### src/rtl/i2c_reg_sequencer.sv
// i2c_reg_sequencer: WISHBONE master that programs the i2c_opencores core once,
// then runs single-byte I2C register writes/reads and reports a status per command.
module i2c_reg_sequencer #(
  parameter logic [15:0] PRESCALE     = 16'd99,
  parameter logic [19:0] POLL_TIMEOUT = 20'd1000000
) (
  input  logic       wb_clk_i,
  input  logic       arst_i,
  input  logic       cmd_valid_i,
  output logic       cmd_ready_o,
  input  logic       cmd_rd_i,
  input  logic [6:0] cmd_dev_i,
  input  logic [7:0] cmd_reg_i,
  input  logic [7:0] cmd_wdata_i,
  output logic       rsp_valid_o,
  output logic [7:0] rsp_rdata_o,
  output logic [1:0] rsp_status_o,
  output logic       init_done_o,
  output logic [2:0] wbm_adr_o,
  output logic [7:0] wbm_dat_o,
  input  logic [7:0] wbm_dat_i,
  output logic       wbm_we_o,
  output logic       wbm_stb_o,
  input  logic       wbm_ack_i
);
  typedef enum logic [3:0] {S_INIT, S_IDLE, S_TXR, S_CR, S_POLL, S_STO, S_SPOLL, S_RXR, S_RESP} state_t;
  state_t state_q, state_d;
  logic [1:0] init_idx_q, init_idx_d, step_q, step_d, status_q, status_d;
  logic init_done_q, init_done_d, rd_q, rd_d, stb_q, stb_d, we_q, we_d;
  logic [6:0] dev_q, dev_d;
  logic [7:0] reg_q, reg_d, wdata_q, wdata_d, rdata_q, rdata_d, dat_q, dat_d;
  logic [19:0] cnt_q, cnt_d;
  logic [2:0] adr_q, adr_d, acc_adr;
  logic [7:0] acc_dat, txr_val, cr_val;
  logic acc_en, acc_we, poll, tmo, abort, done, tip, last, start;
  always_ff @(posedge wb_clk_i or negedge arst_i)
    if (!arst_i) begin
      state_q <= S_INIT;
      init_idx_q <= '0;
      init_done_q <= 1'b0;
      step_q <= '0;
      status_q <= '0;
      rd_q <= 1'b0;
      dev_q <= '0;
      reg_q <= '0;
      wdata_q <= '0;
      rdata_q <= '0;
      cnt_q <= '0;
      stb_q <= 1'b0;
      we_q <= 1'b0;
      adr_q <= '0;
      dat_q <= '0;
    end else begin
      state_q <= state_d;
      init_idx_q <= init_idx_d;
      init_done_q <= init_done_d;
      step_q <= step_d;
      status_q <= status_d;
      rd_q <= rd_d;
      dev_q <= dev_d;
      reg_q <= reg_d;
      wdata_q <= wdata_d;
      rdata_q <= rdata_d;
      cnt_q <= cnt_d;
      stb_q <= stb_d;
      we_q <= we_d;
      adr_q <= adr_d;
      dat_q <= dat_d;
    end
  assign txr_val = step_q == 2'd0 ? {dev_q, 1'b0} : step_q == 2'd1 ? reg_q : rd_q ? {dev_q, 1'b1} : wdata_q;
  assign cr_val  = step_q == 2'd0 ? 8'h90 : step_q == 2'd1 ? 8'h10 : step_q == 2'd3 ? 8'h68 : rd_q ? 8'h90 : 8'h50;
  assign poll  = state_q == S_POLL || state_q == S_SPOLL;
  assign tmo   = cnt_q >= POLL_TIMEOUT;
  // A timeout only aborts between polls, never in the middle of a bus cycle.
  assign abort = poll && tmo && !stb_q;
  assign done  = stb_q && wbm_ack_i;
  assign tip   = wbm_dat_i[1];
  assign last  = rd_q ? step_q == 2'd3 : step_q == 2'd2;
  assign start = acc_en && !stb_q && !abort;
  always_comb begin
    state_d = state_q;
    init_idx_d = init_idx_q;
    init_done_d = init_done_q;
    step_d = step_q;
    status_d = status_q;
    rd_d = rd_q;
    dev_d = dev_q;
    reg_d = reg_q;
    wdata_d = wdata_q;
    rdata_d = rdata_q;
    cnt_d = poll ? cnt_q + {19'd0, !tmo} : 20'd0;
    stb_d = done ? 1'b0 : stb_q || start;
    adr_d = start ? acc_adr : adr_q;
    dat_d = start ? acc_dat : dat_q;
    we_d = start ? acc_we : we_q;
    case (state_q)
      S_INIT: if (done) begin
        init_idx_d = init_idx_q + 2'd1;
        state_d = init_idx_q == 2'd2 ? S_IDLE : S_INIT;
        init_done_d = init_idx_q == 2'd2;
      end
      S_IDLE: if (cmd_valid_i) begin
        rd_d = cmd_rd_i;
        dev_d = cmd_dev_i;
        reg_d = cmd_reg_i;
        wdata_d = cmd_wdata_i;
        step_d = 2'd0;
        status_d = 2'b00;
        state_d = S_TXR;
      end
      S_TXR: if (done) state_d = S_CR;
      S_CR: if (done) state_d = S_POLL;
      S_POLL:
        if (abort) begin
          status_d = 2'b11;
          state_d = S_STO;
        end else if (done && !tip) begin
          if (wbm_dat_i[5]) begin
            status_d = 2'b10;
            state_d = S_RESP;
          end else if (wbm_dat_i[7] && !(rd_q && step_q == 2'd3)) begin
            status_d = 2'b01;
            state_d = last ? S_RESP : S_STO;
          end else if (last) state_d = rd_q ? S_RXR : S_RESP;
          else begin
            step_d = step_q + 2'd1;
            state_d = rd_q && step_q == 2'd2 ? S_CR : S_TXR;
          end
        end
      S_STO: if (done) state_d = status_q == 2'b11 ? S_RESP : S_SPOLL;
      S_SPOLL: if (abort || (done && !tip)) state_d = S_RESP;
      S_RXR: if (done) begin
        rdata_d = wbm_dat_i;
        state_d = S_RESP;
      end
      S_RESP: state_d = S_IDLE;
      default: state_d = S_INIT;
    endcase
  end
  always_comb begin
    acc_en = 1'b1;
    acc_we = 1'b1;
    acc_adr = 3'd4;
    acc_dat = 8'h00;
    case (state_q)
      S_INIT: begin
        acc_adr = {1'b0, init_idx_q};
        acc_dat = init_idx_q == 2'd0 ? PRESCALE[7:0] : init_idx_q == 2'd1 ? PRESCALE[15:8] : 8'h80;
      end
      S_TXR: begin
        acc_adr = 3'd3;
        acc_dat = txr_val;
      end
      S_CR: acc_dat = cr_val;
      S_STO: acc_dat = 8'h40;
      S_POLL, S_SPOLL: acc_we = 1'b0;
      S_RXR: begin
        acc_we = 1'b0;
        acc_adr = 3'd3;
      end
      default: acc_en = 1'b0;
    endcase
  end
  assign cmd_ready_o  = state_q == S_IDLE;
  assign rsp_valid_o  = state_q == S_RESP;
  assign rsp_rdata_o  = rdata_q;
  assign rsp_status_o = status_q;
  assign init_done_o  = init_done_q;
  assign wbm_adr_o    = adr_q;
  assign wbm_dat_o    = dat_q;
  assign wbm_we_o     = we_q;
  assign wbm_stb_o    = stb_q;
endmodule

### config.mk
export PLATFORM = sky130hd
export DESIGN_NAME = i2c_reg_sequencer
export DESIGN_NICKNAME = d
export VERILOG_FILES = /design/src/rtl/i2c_reg_sequencer.sv
export SDC_FILE = /design/constraint.sdc
export NUM_CORES = 1
export LEC_CHECK = 0
export BUFFER_PORTS_ARGS = -buffer_cell sky130_fd_sc_hd__buf_4
export CORE_MARGIN = 2
export CORE_UTILIZATION = 45
export CTS_CLUSTER_DIAMETER = 100
export DETAILED_ROUTE_END_ITERATION = 8
export PLACE_DENSITY = 0.69
export SLEW_MARGIN = 20
export SYNTH_ARGS = -nofsm -noshare
export SYNTH_HDL_FRONTEND = slang
export SYNTH_SLANG_ARGS = --single-unit
### constraint.sdc
create_clock -name wb_clk_i -period 5.5 [get_ports wb_clk_i]
set_clock_uncertainty 0.15 [all_clocks]
set_input_delay 0.55 -clock wb_clk_i [delete_from_list [all_inputs] [get_ports wb_clk_i]]
set_output_delay 0.55 -clock wb_clk_i [all_outputs]
set_load 0.005 [all_outputs]
* Word-level counts from Yosys, hierarchy flattened
Index checks and enable logic that the tools add are counted.
Storage, ports and cells: word-level logic and storage cells 123, bits of input ports 36, bits in registers 76
Operators by class: add/sub/neg operators 3, reductions and logical operators 30, multiplexer cells 46, equal/unequal tests 28, order comparisons 1
Operators by type and width (count):
- $mux 8 | 9
- $mux 4 | 15
- $pmux 4 s9 | 1
- $pmux 8 s4 | 1
- $add 20x1->20 | 1
- $ge 20x20->1 const B | 1
- $mux 2 | 10
- $mux 20 | 1
- $ne 2x2->1 const B | 10
- $eq 4x3->1 const B | 4
- $logic_and 1x1->1 | 9
- $eq 2x2->1 const B | 4
- $eq 4x2->1 const B | 2
- $pmux 2 s2 | 2
- $reduce_and 8->1 | 1
- $reduce_and 7->1 | 1
- $reduce_or 7->1 | 1
- $mux 1 | 6
- $pmux 3 s2 | 1
- $reduce_and 2->1 | 3
- $logic_not 1->1 | 5
- $add 2x1->2 const B | 2
- $eq 2x1->1 const B | 2
- $eq 4x1->1 const B | 1
- 11 further kinds | 15

* Longest topological paths before layout
word-level depth 9, depth in mapped cells 9, gate-level depth less buffers 9

* Least setup slack after synthesis
No wires, ideal clock.
kind register -> register, from register cnt_q[6], to register cnt_q[19], required time 5.218 ns, clock period less this slack 2.125 ns, path slack 3.375 ns, path buffers 0, data arrival time 1.843 ns, cell stages (with the launch flop) 9, setup time 0.132 ns, cells stage by stage dfrtp_1 > o31ai_1 > nand3_1 > nand2_1 > ha_1 > nand3_1 > nor4_1 > xnor2_1 > nor2_1
Between the ends: longest elaborated chain between the ends 4
RTL lines:
- from (decl) | RTL line 32 | logic [19:0] cnt_q, cnt_d;
- from (signal assigned) | RTL line 64 | cnt_q <= cnt_d;
- $ge 20x20->1 | RTL line 73 | assign tmo = cnt_q >= POLL_TIMEOUT;
- $logic_not 1->1 | RTL line 91 | cnt_d = poll ? cnt_q + {19'd0, !tmo} : 20'd0;
- $add 20x1->20 (*) | RTL line 91
- $mux 20 (*) | RTL line 91
- named net cnt_d[19] | RTL line 32
The timed path passes the listed nets; every way through them passes the cells marked *. A chain may end at the register's enable or synchronous reset.

* Final worst setup path
Same ends and word-level chain as after synthesis.

==> results.toml <==
[run_status]
status = "finished, final reports clean"

[timing]
maxSlewViolCount = 0
clock.fmax_mhz = 365.2
layout_min_cycle_time_ns = 2.738
worst_pin_slew_ns = 0.8461
rsz0062_at_grt = "no"
fin_ws_ns = 2.762
setup_viol = 0
hold_viol = 0
finalCritPeriodShare_pct = 49.79
setup_tns_ns = 0
relSlewSlack_pct = 43.12

[final_layout]
antenna_cells = 0
fin_cells = 546
layout-drive-gt1-share_pct = 28.54
area_growth_pct = 19.32
layout.nets = 479

[job]
maxCapViolations = 0

[clock_tree]
cts_resized = 0
htree_levels = 3
cts_root_buffer = "clkbuf_8"
clk_pin_slew_ns = 0.08
cts_inserted_buffers = 9
cts_buffer_depth = 2
post-cts-setup-buffers = 0
cts_tree = "built"
clock_sinks = 76
insertion_delay_ns = 0.35

[logic_synthesis]
yosysSeqAreaShare_pct = 48.22
synth-edff-count = 0
syn_area_mm2 = 0.003944
synth_warnings = 0
ys.flop_type = "dfrtp_1"
synthArstFlopShare_pct = 100.0
synth_nets = 423
yosysUniqueCellTypes = 55
yosysMostFrequentCell = "dfrtp_1"
syn_inst = 377
yosys-top-cells-count = "dfrtp_1, nor2_1, mux2_2"
synth_area_per_cell_um2 = 10.46
post-synth-top-area-cell = "dfrtp_1"
synth_area_leaders = "dfrtp_1, mux2_2, nor2_1"
synth_top_area_share_pct = 48.22
synth_seq_cells = 76

[grt]
overflow = 0
grt_pass1_vias = 2882
grt_pass1_wl_mm = 14.43
grt_start_max_net_pins = 77
antenna_found_initial = 0
grt_usage_pct = 18.64

[detailed_routing]
via_per_inst = 5.604
first_iter_violations = 196
firstDrtPassIters = 5
drt_wl_total_mm = 8.637
wl_per_cell_um = 15.82
num_vias = 3060
ant_nets = 0
drc = 0

[placement]
dpl.cell_count = 528
post-place-ws_ns = 2.590
dp_hpwl_mm = 5.901
portBuffers = 61
gp_congestion = 0.8700

[power]
switching_share_pct = 36.64
seq_power_share_pct = 41.8
power_switching_mw = 0.8470
power_density_mw_per_mm2 = 491.3
combPwrFrac_pct = 40.0
vdd_ir_drop_max_mv = 0.2543
p_leak_nw = 2.037
intPower_mw = 1.465
clkPwrFrac_pct = 18.2

[worst_setup_path]
path_max_fanout = 10
critPathKind = "flop to flop"
critPathArrivalTime_ns = 2.81
required_ns = 5.57
cp-start-kind = "flop"
end_kind = "flop"

[floorplanning]
coreArea_mm2 = 0.008593
start_util_pct = 45.89
die_w_um = 97.62
die_area_mm2 = 0.009529
ios = 62
die_y_um = 97.62
rows = 34

[hold_path]
hold_class = "input pin to flop"
[area by class of cell]
type,instances,area [µm²]
sequential,76,1902
clock inverter,6,65.06
timing repair buffer,63,495.5
tap,108,135.1
clock buffer,10,127.6
fill,785,3887
inverter,10,37.54
multi-input combinational,273,1943
[layout by cell type (no fill, tap or decap), drive strengths merged, types with 8 or more instances in the layout]
master,instances
buf,62
nand2,27
inv,10
a21oi,18
xnor2,8
nand3,9
o21ai,21
clkbuf,10
nor3,11
dfrtp,76
nor2,38
xor2,8
mux2,38
mux2i,9
ha,10
[per-stage QoR]
stage | power, mW | instance area, µm² | util (%) | hold WS, ns
final | 2.312 | 4706 | 54.76 | 0.2778
after floorplan | 1.572 | 3944 | - | 0.1044
after global placement | 1.876 | 4464 | 51.95 | 0.3324
after CTS | 2.326 | 4657 | 54.19 | 0.2437
after global routing | 2.491 | 4706 | 54.76 | 0.2531
after detailed placement | 1.898 | 4464 | 51.95 | 0.3274
[power by group through the flow]
stage,combinational [mW],clock (mW),sequential (mW)
2_1_floorplan,0.688,0,0.884
3_3_place_gp,0.907,0,0.968
3_5_place_dp,0.920,0,0.978
4_1_cts,0.925,0.434,0.967
5_1_grt,1.03,0.459,0.998
6_report,0.924,0.421,0.966
[cells by family (layout without fill, tap and decap cells)]
kind of cell / Yosys count / count (layout) / share of synthesized area (%)
adders and majority gates: 10 / 10 / 3.173
DFF: 76 / 76 / 48.22
xor gates and xnor gates: 16 / 16 / 3.553
muxes: 47 / 47 / 13.13
AOI/OAI and AO/OA: 76 / 76 / 12.85
and+or+nand+nor: 124 / 124 / 16.12
buffers and inverters: 28 / 89 / 2.951
[flip-flops by register name (all words and copies together), names as in the netlist]
register / cells
cnt_q: 20
step_q: 2
wbm_adr_o: 3
rsp_status_o: 2
rd_q: 1
dev_q: 7
reg_q: 8
wdata_q: 8
wbm_stb_o: 1
init_idx_q: 2
state_q: 4
rsp_rdata_o: 8
wbm_dat_o: 8
init_done_o: 1
wbm_we_o: 1
[critical path, cell delays in order, from the launching register on]
cell     delay, ns
dfrtp_1       0.44
o31ai_1       0.28
nand3_1       0.24
nand2_1       0.32
ha_1          0.30
nand3_1       0.32
nor4_1        0.36
xnor2_1       0.16
nor2_1        0.05
[worst paths after layout]
| kind | startpoint | to | slack, ns | cells after the start |
|---|---|---|---|---|
| min in group asynchronous | arst_i | wbm_adr_o[1] | 0.50 | 2 |
| min reg2reg | init_done_o | init_done_o | 0.34 | 1 |
| max | cnt_q[6] | cnt_q[19] | 2.76 | 8 |
| max in group asynchronous | arst_i | cnt_q[1] | 4.11 | 3 |
| min | wbm_dat_i[2] | rsp_rdata_o[2] | 0.28 | 2 |
| max reg2reg | cnt_q[6] | cnt_q[19] | 2.76 | 8 |
[metal layers]
layer	track usage (%)	part of all wire [%]	wire length (µm)
met5	0	0	0
met4	7.265	1.1	95
met3	3.309	4.6	396
met1	27.20	47	4055
met2	27.64	47	4089
[repair_timing]
item / in CTS / in global routing
setup endpoints to repair: 0 / 0
hold buffers: 0 / 1
hold endpoints to repair: 0 / 25
No activity file was read; power rests on OpenSTA's default activity.
